## src/rtl/fifo_pkg.sv

```systemverilog
// Shared FIFO constants and helpers.
// Used by the single-clock and dual-clock FIFOs.
package fifo_pkg;

  localparam int FIFO_DEF_WIDTH = 8;
  localparam int FIFO_DEF_DEPTH = 8;

  localparam int FIFO_MODE_REG  = 0;
  localparam int FIFO_MODE_FWFT = 1;

  function automatic int fifo_ptr_w(input int depth);
    return $clog2(depth) + 1;
  endfunction

endpackage

```

## src/rtl/fifo_mem.sv

```systemverilog
// FIFO storage: register array with one
// synchronous write port and one async read port.
module fifo_mem #(
  parameter int WIDTH = 8,
  parameter int DEPTH = 8,
  parameter int AW    = $clog2(DEPTH)
) (
  input  logic             clk,
  input  logic             we,
  input  logic [AW-1:0]    waddr,
  input  logic [WIDTH-1:0] wdata,
  input  logic [AW-1:0]    raddr,
  output logic [WIDTH-1:0] rdata
);

  logic [WIDTH-1:0] mem [DEPTH];

  // storage is deliberately not reset
  always_ff @(posedge clk) begin
    if (we) mem[waddr] <= wdata;
  end

  assign rdata = mem[raddr];

endmodule

```

## src/rtl/sync_fifo_flags.sv

```systemverilog
// Single-clock FIFO with fill count, level flags,
// sticky error flags and optional FWFT read mode.
module sync_fifo_flags
  import fifo_pkg::*;
#(
  parameter int WIDTH    = FIFO_DEF_WIDTH,
  parameter int DEPTH    = FIFO_DEF_DEPTH,
  parameter int AF_LEVEL = DEPTH - 2,
  parameter int AE_LEVEL = 2,
  parameter int FWFT     = FIFO_MODE_REG
) (
  input  logic                        clk,
  input  logic                        rst,
  input  logic                        w_inc,
  input  logic [WIDTH-1:0]            wr_data,
  input  logic                        r_inc,
  input  logic                        clr_err,
  output logic [WIDTH-1:0]            rd_data,
  output logic                        rd_valid,
  output logic                        full,
  output logic                        empty,
  output logic                        almost_full,
  output logic                        almost_empty,
  output logic [fifo_ptr_w(DEPTH)-1:0] fill_cnt,
  output logic                        overflow,
  output logic                        underflow
);

  localparam int PW = fifo_ptr_w(DEPTH);
  localparam int AW = PW - 1;

  localparam logic [PW-1:0] ONE    = PW'(1);
  localparam logic [PW-1:0] C_FULL = PW'(DEPTH);
  localparam logic [PW-1:0] C_AF   = PW'(AF_LEVEL);
  localparam logic [PW-1:0] C_AE   = PW'(AE_LEVEL);

  logic [PW-1:0]    wr_ptr;
  logic [PW-1:0]    rd_ptr;
  logic [PW-1:0]    cnt;
  logic [WIDTH-1:0] head;
  logic             wr_ok;
  logic             rd_ok;

  assign full         = (cnt == C_FULL);
  assign empty        = (cnt == '0);
  assign almost_full  = (cnt >= C_AF);
  assign almost_empty = (cnt <= C_AE);
  assign fill_cnt     = cnt;

  // full/empty gate requests; no pass-through
  assign wr_ok = w_inc & ~full;
  assign rd_ok = r_inc & ~empty;

  fifo_mem #(
    .WIDTH (WIDTH),
    .DEPTH (DEPTH),
    .AW    (AW)
  ) u_mem (
    .clk   (clk),
    .we    (wr_ok),
    .waddr (wr_ptr[AW-1:0]),
    .wdata (wr_data),
    .raddr (rd_ptr[AW-1:0]),
    .rdata (head)
  );

  // pointers advance only on accepted ops
  always_ff @(posedge clk) begin
    if (rst) begin
      wr_ptr <= '0;
      rd_ptr <= '0;
    end else begin
      if (wr_ok) wr_ptr <= wr_ptr + ONE;
      if (rd_ok) rd_ptr <= rd_ptr + ONE;
    end
  end

  // fill count: simultaneous ops cancel
  always_ff @(posedge clk) begin
    if (rst) begin
      cnt <= '0;
    end else begin
      unique case (1'b1)
        wr_ok & ~rd_ok: cnt <= cnt + ONE;
        rd_ok & ~wr_ok: cnt <= cnt - ONE;
        default:        cnt <= cnt;
      endcase
    end
  end

  // sticky errors; a new event beats clear
  always_ff @(posedge clk) begin
    if (rst) begin
      overflow  <= 1'b0;
      underflow <= 1'b0;
    end else begin
      overflow  <= (w_inc & full)
                 | (overflow & ~clr_err);
      underflow <= (r_inc & empty)
                 | (underflow & ~clr_err);
    end
  end

  generate
    if (FWFT == FIFO_MODE_FWFT) begin : g_fwft
      assign rd_data  = head;
      assign rd_valid = ~empty;
    end else begin : g_reg
      logic [WIDTH-1:0] rd_q;
      logic             rv_q;

      // registered read: one-cycle valid pulse
      always_ff @(posedge clk) begin
        if (rst) begin
          rd_q <= '0;
          rv_q <= 1'b0;
        end else begin
          rv_q <= rd_ok;
          if (rd_ok) rd_q <= head;
        end
      end

      assign rd_data  = rd_q;
      assign rd_valid = rv_q;
    end
  endgenerate

endmodule

```

## config.mk

```make
export PLATFORM = sky130hd
export DESIGN_NAME = sync_fifo_flags
export DESIGN_NICKNAME = d
export VERILOG_FILES = /design/src/rtl/fifo_pkg.sv /design/src/rtl/fifo_mem.sv /design/src/rtl/sync_fifo_flags.sv
export SDC_FILE = /design/constraint.sdc
export NUM_CORES = 1
export LEC_CHECK = 0
export CORE_UTILIZATION = 35
export CTS_CLUSTER_DIAMETER = 30
export DETAILED_ROUTE_END_ITERATION = 8
export GPL_TIMING_DRIVEN = 1
export SLEW_MARGIN = 0
export SYNTH_ARGS = -nofsm -noshare
export SYNTH_HDL_FRONTEND = slang
export SYNTH_SLANG_ARGS = --single-unit
```

## constraint.sdc

```tcl
create_clock -name clk -period 7.5 [get_ports clk]
set_input_delay 2.25 -clock clk [delete_from_list [all_inputs] [get_ports clk]]
set_output_delay 2.25 -clock clk [all_outputs]
set_load 0.005 [all_outputs]
```

==> reports/summary.txt, run 1 <==
RSZ-0062 raised after global routing -> false
Power, Total -> 1.27 mW
Avg Vias per Cell -> 4.82
Grt ovf -> 0
Setup Skew -> 6.17 ps
Leak -> 1.32 nW
DRT Wirelength -> 6.05 mm
Sink Count -> 85
Startpoint Class -> register
I/O Pins -> 32
Share of cells above drive strength 1 -> 0.215
Clock tree from TritonCTS -> done
Syn nets -> 222
Largest area contributor in the netlist -> edfxtp_1
Max VDD drop -> 0.0000890 V
Syn Inst Count -> 204
Reg2Reg Depth -> 4
Stages on worst setup path -> 3
Crit path DAT -> 1970 ps
Clock power frac -> 0.237
Wire length per cell -> 16.3 um
Clock Latency Late Sink -> 350 ps
Comb pwr share -> 0.288
Net Sw Power -> 0.351 mW
Crit-path max cell delay -> 610 ps
Die Span X -> 101 um
TritonCTS Buffers -> 9
CP Capture Type -> output port
Period Utilization, post-route -> 0.563
Post-CTS Setup Bufs -> 0
Die Y -> 101 um
WP data required -> 5250 ps
Critical path's slowest cell -> or4b_4
Global-route wire length before repair -> 9.83 mm
Worst Path Buf+Inv -> 2
Max-slew headroom at the worst pin -> 0.224
Largest net degree at the start of global routing -> 23
Synthesized area -> 3450 um^2
Hold Crit Depth -> 2
Initial antenna violation count -> 0
Final ANT Viol Nets -> 0
H-tree lvl count -> 3
CP top delay family -> simple AND/OR/NAND/NOR gates
Critical Path, Cell by Cell -> or4b_4 > inv_1 > clkdlybuf4s50_1
Diode count -> 0
Port-buffer cells -> 31
Worst-path clk slew -> 80 ps
Distinct cells, synth -> 37
Filler cell count -> 863
Full die area -> 10300 um^2
DP Area -> 3860 um^2
Max_cap viols -> 0
Setup TNS -> 0 ps
Design Area, Final -> 4040 um^2
Via count -> 1787
DR pass1 iterations -> 4
Max Slew Vio Count -> 0
Area share of the leading cell type in the synthesized netlist -> 0.556
Post-CTS Resized -> 0
Final net count -> 256
Gr usage total -> 0.136
Final hold viol count -> 0
Initial core utilization -> 0.367
Pint -> 0.915 mW
Min cycle time layout -> 4220 ps
CORE AREA -> 9420 um^2
DR DRC count -> 0
Outcome -> finished clean
P&R area growth vs syn -> 16.9%
CP Class -> reg -> out
Routability Congestion -> 0.722
Area contributors post-synth -> edfxtp_1 (56%), dfxtp_1 (12%), mux4_2 (10%), o22ai_2 (2.9%), nor2_1 (2.5%)
Worst Max-Slew Pin Slew -> 1150 ps
Initial drt markers -> 69
Seq/Total Area, Yosys -> 0.678
CTS Hold Bufs -> 0
Vias in the first global route -> 1743
Crit-path max FO -> 11
FMAX -> 237 MHz
Sw Ratio -> 0.277
Power share of the sequential group -> 0.475
Power per Cell Area -> 314 nW/um^2
Yosys warns -> 0
Root Driver -> clkbuf_8
HP Class -> reg -> reg
Max Root-Sink Buffers -> 2
Fin util -> 0.429
Average size of a mapped cell -> 16.9 um^2
#FFs+latches synth -> 85
Final setup violation count -> 0
Post-DP HPWL -> 3.90 mm
FF-to-FF setup slack -> 4990 ps
Rows -> 35
Hold slack final -> 501 ps
[routing by layer]
| metal | wire (um) | track usage | share of wire | up-vias |
|---|---|---|---|---|
| met5 | 0 | 0 | 0 | - |
| met4 | 100 | 0.0502 | 0.017 | 0 |
| met3 | 191 | 0.0476 | 0.032 | 8 |
| met2 | 2860 | 0.209 | 0.47 | 31 |
| met1 | 2900 | 0.177 | 0.48 | 897 |
| li1 | - | - | - | 851 |
[cell type report]
type | count | area [um^2] | area share
clock inverter | 2 | 35.0 | 0.00868
tap | 129 | 161 | 0.0400
multi-input combinational | 108 | 1030 | 0.255
timing repair buffer | 33 | 325 | 0.0806
inverter | 1 | 3.75 | 0.000930
sequential | 85 | 2340 | 0.580
clock buffer | 13 | 139 | 0.0344
[worst paths after layout]
kind | startpoint | to
max | fill_cnt[1] | full
min | wr_ptr[0] | wr_ptr[0]
max reg2reg | fill_cnt[1] | u_mem.mem[0][2]
min reg2reg | wr_ptr[0] | wr_ptr[0]
[metrics by stage]
| step | cells | worst slack [ps] |
|---|---|---|
| after floorplan | 204 | 3600 |
| after global placement | 356 | 2950 |
| after detailed placement | 356 | 2920 |
| after CTS | 371 | 3240 |
| after global routing | 371 | 3190 |
| final | 371 | 3280 |
[power groups by stage]
stage          Clock [mW]  Combinational, mW  Sequential (mW)
2_1_floorplan           0              0.252            0.602
3_3_place_gp            0              0.367            0.611
3_5_place_dp            0              0.370            0.614
4_1_cts             0.309              0.371            0.603
5_1_grt             0.327              0.406            0.610
6_report            0.300              0.365            0.602
[cells in the mapped netlist, drive strengths merged]
library cell and instances:
xnor2 1, mux2i 2, mux4 16, nor3 10, o32ai 1, or4b 1
buf 7, dfxtp 21, mux2 1, xor2 5, ha 5, a21o 1
nor4 1, a211oi 1, clkbuf 3, o21ai 1, or3 2, a21oi 7
nor2b 7, nand2b 3, a31oi 1, nand3 3, inv 1, edfxtp 64
nor2 23, or2 1, o22ai 8, nand2 6, o41a 1
[cells in the final DEF, fill, tap and decap left out, types with 4 or more instances in the layout]
| cell | netlist | routed |
|---|---|---|
| clkbuf_1 | 2 | 4 |
| clkbuf_8 | 0 | 9 |
| edfxtp_1 | 64 | 64 |
| dfxtp_1 | 21 | 21 |
| o22ai_2 | 8 | 8 |
| nor2_1 | 23 | 23 |
| mux4_2 | 16 | 16 |
| nand2_1 | 4 | 4 |
| nor3_2 | 8 | 8 |
| xor2_1 | 5 | 5 |
| a21oi_1 | 7 | 7 |
| clkdlybuf4s50_1 | 0 | 31 |
| ha_1 | 5 | 5 |
| nor2b_1 | 7 | 7 |
[cell families after synthesis]
group,share of synthesized area
and+or+nand+nor,0.0963
muxes,0.113
xor gates and xnor gates,0.0152
adders and majority gates,0.0181
AOI/OAI and AO/OA,0.0554
buffers and inverters,0.0235
DFF,0.678
[tightest hold or removal path, delay by kind of cell, from the launching register on]
family           cells  cell delay [ps]
flip-flops           1              340
AND/OR/NAND/NOR      1               60
AO/OA/AOI/OAI        1               60
[sequential cells by signal, indices dropped and copies added, names as in the netlist]
| name | flops |
|---|---|
| u_mem.mem | 64 |
| rd_data | 8 |
| fill_cnt | 4 |
| rd_ptr | 3 |
| wr_ptr | 3 |
| overflow | 1 |
| rd_valid | 1 |
| underflow | 1 |
Note: power is estimated with default switching activity, not from simulation.
==> run 2: changes to the inputs <==
clock period = 4.3 ns   (was 7.5 ns; I/O delays follow)
==> reports/summary.txt, run 2 (synthesis gave the netlist of run 1 again) <==
Outcome -> finished clean
Gr usage total -> 0.127
H-tree lvl count -> 3
Final ANT Viol Nets -> 0
Power per Cell Area -> 553 nW/um^2
Global-route wire length before repair -> 9.29 mm
Post-DP HPWL -> 3.81 mm
Filler cell count -> 839
Full die area -> 10300 um^2
CP Class -> reg -> out
Startpoint Class -> register
Most frequent cells in the layout -> edfxtp_1 (64), clkdlybuf4s50_1 (31), nor2_1 (23), dfxtp_1 (21), mux4_2 (16)
Leading cell type in the layout, fill and taps excluded -> edfxtp_1
Setup Skew -> 10.5 ps
Power, Total -> 2.28 mW
Reg2Reg Depth -> 6
Worst reg2reg path endpoint -> fill_cnt[3]
Sink Count -> 85
Min cycle time layout -> 3260 ps
Max_cap viols -> 0
Cells after DPL -> 363
Diode count -> 0
FF-to-FF setup slack -> 1820 ps
Avg Vias per Cell -> 4.80
Critical Path, Cell by Cell -> or4b_4 > inv_1 > clkdlybuf4s50_1
Hold slack final -> 500 ps
Max Root-Sink Buffers -> 2
Routability Congestion -> 0.697
Clock Latency Late Sink -> 350 ps
Hold Path Sink -> rd_data[0]
DR pass1 iterations -> 5
Final setup violation count -> 0
HP Class -> reg -> reg
Final setup margin -> 1040 ps
Fin util -> 0.439
Crit path DAT -> 1970 ps
Grt ovf -> 0
Post-CTS Resized -> 0
Leak -> 1.37 nW
Die Y -> 101 um
DRT Wirelength -> 5.90 mm
Fin cells -> 379
Largest register by flop count -> u_mem.mem
FMAX -> 306 MHz
WP data required -> 3010 ps
Final hold viol count -> 0
Max VDD drop -> 0.000192 V
Share of cells above drive strength 1 -> 0.248
RSZ-0062 raised after global routing -> false
Crit-path max FO -> 11
Final net count -> 263
Critical path's slowest cell -> or4b_4
Largest net degree at the start of global routing -> 19
Clock tree from TritonCTS -> done
Initial core utilization -> 0.367
Rows -> 35
Port-buffer cells -> 31
Worst Max-Slew Pin Slew -> 886 ps
P&R area growth vs syn -> 19.6%
Die Span X -> 101 um
Hold Crit Start -> rd_data[0]
Max-slew headroom at the worst pin -> 0.407
TritonCTS Buffers -> 9
CP Capture Type -> output port
Largest register FFs -> 64
Setup slack at placement -> 823 ps
DR DRC count -> 0
Wire length per cell -> 15.6 um
RR Startpoint -> fill_cnt[1]
CTS Hold Bufs -> 0
Crit-path max cell delay -> 600 ps
Initial drt markers -> 45
Initial antenna violation count -> 0
I/O Pins -> 32
Max Slew Vio Count -> 0
Hold Crit Depth -> 2
Via count -> 1819
Vias in the first global route -> 1775
Root Driver -> clkbuf_8
Design Area, Final -> 4130 um^2
CORE AREA -> 9420 um^2
Setup TNS -> 0 ps
DP Area -> 3920 um^2
Worst-path clk slew -> 90 ps
Period Utilization, post-route -> 0.759
Post-CTS Setup Bufs -> 0
==> run 2: changes by cell type in the layout (fill, tap and decap cells not counted), sizes merged <==
| cell | change |
|---|---|
| bufinv | +1 |
| clkinvlp | +2 |
| clkbuf | -3 |
| clkinv | +1 |
| buf | +7 |
==> run 2: per-layer routing <==
metal	track usage	part of all wire	vias to the layer above
li1	-	-	867
met1	0.158	0.48	915
met2	0.209	0.48	33
met4	0.0468	0.0071	0
met5	0	0	-
met3	0.0393	0.035	4
==> run 2: how the worst max path moves through the flow <==
| stage | start | to | slack (ps) | depth (start not counted) |
|---|---|---|---|---|
| 2_1_floorplan | r_inc | fill_cnt[3] | 1360 | 6 |
| 3_3_place_gp | r_inc | fill_cnt[3] | 870 | 6 |
| 3_5_place_dp | r_inc | fill_cnt[3] | 820 | 6 |
| 4_1_cts | fill_cnt[1] | full | 1010 | 3 |
| 5_1_grt | fill_cnt[1] | full | 960 | 3 |
| 6_report | fill_cnt[1] | full | 1040 | 3 |
==> run 2: where the power goes <==
group / leakage (nW) / switching [mW] / internal (mW)
sequential: 0.753 / 0.0679 / 0.978
clock: 0.100 / 0.272 / 0.326
combinational: 0.517 / 0.285 / 0.355
total: 1.37 / 0.625 / 1.66
==> run 2: critical path, delay by kind of cell (launching register included) <==
family	cells	cell delay, ps
simple gates	1	600
buf+inv	2	600
flops	1	430
==> run 2: final cells by class <==
class | count | area (um^2) | share of cell area
tap | 129 | 161 | 0.0391
multi-input combinational | 108 | 1030 | 0.250
sequential | 85 | 2340 | 0.567
inverter | 1 | 3.75 | 0.000909
timing repair buffer | 40 | 378 | 0.0915
clock buffer | 10 | 128 | 0.0309
clock inverter | 6 | 87.6 | 0.0212
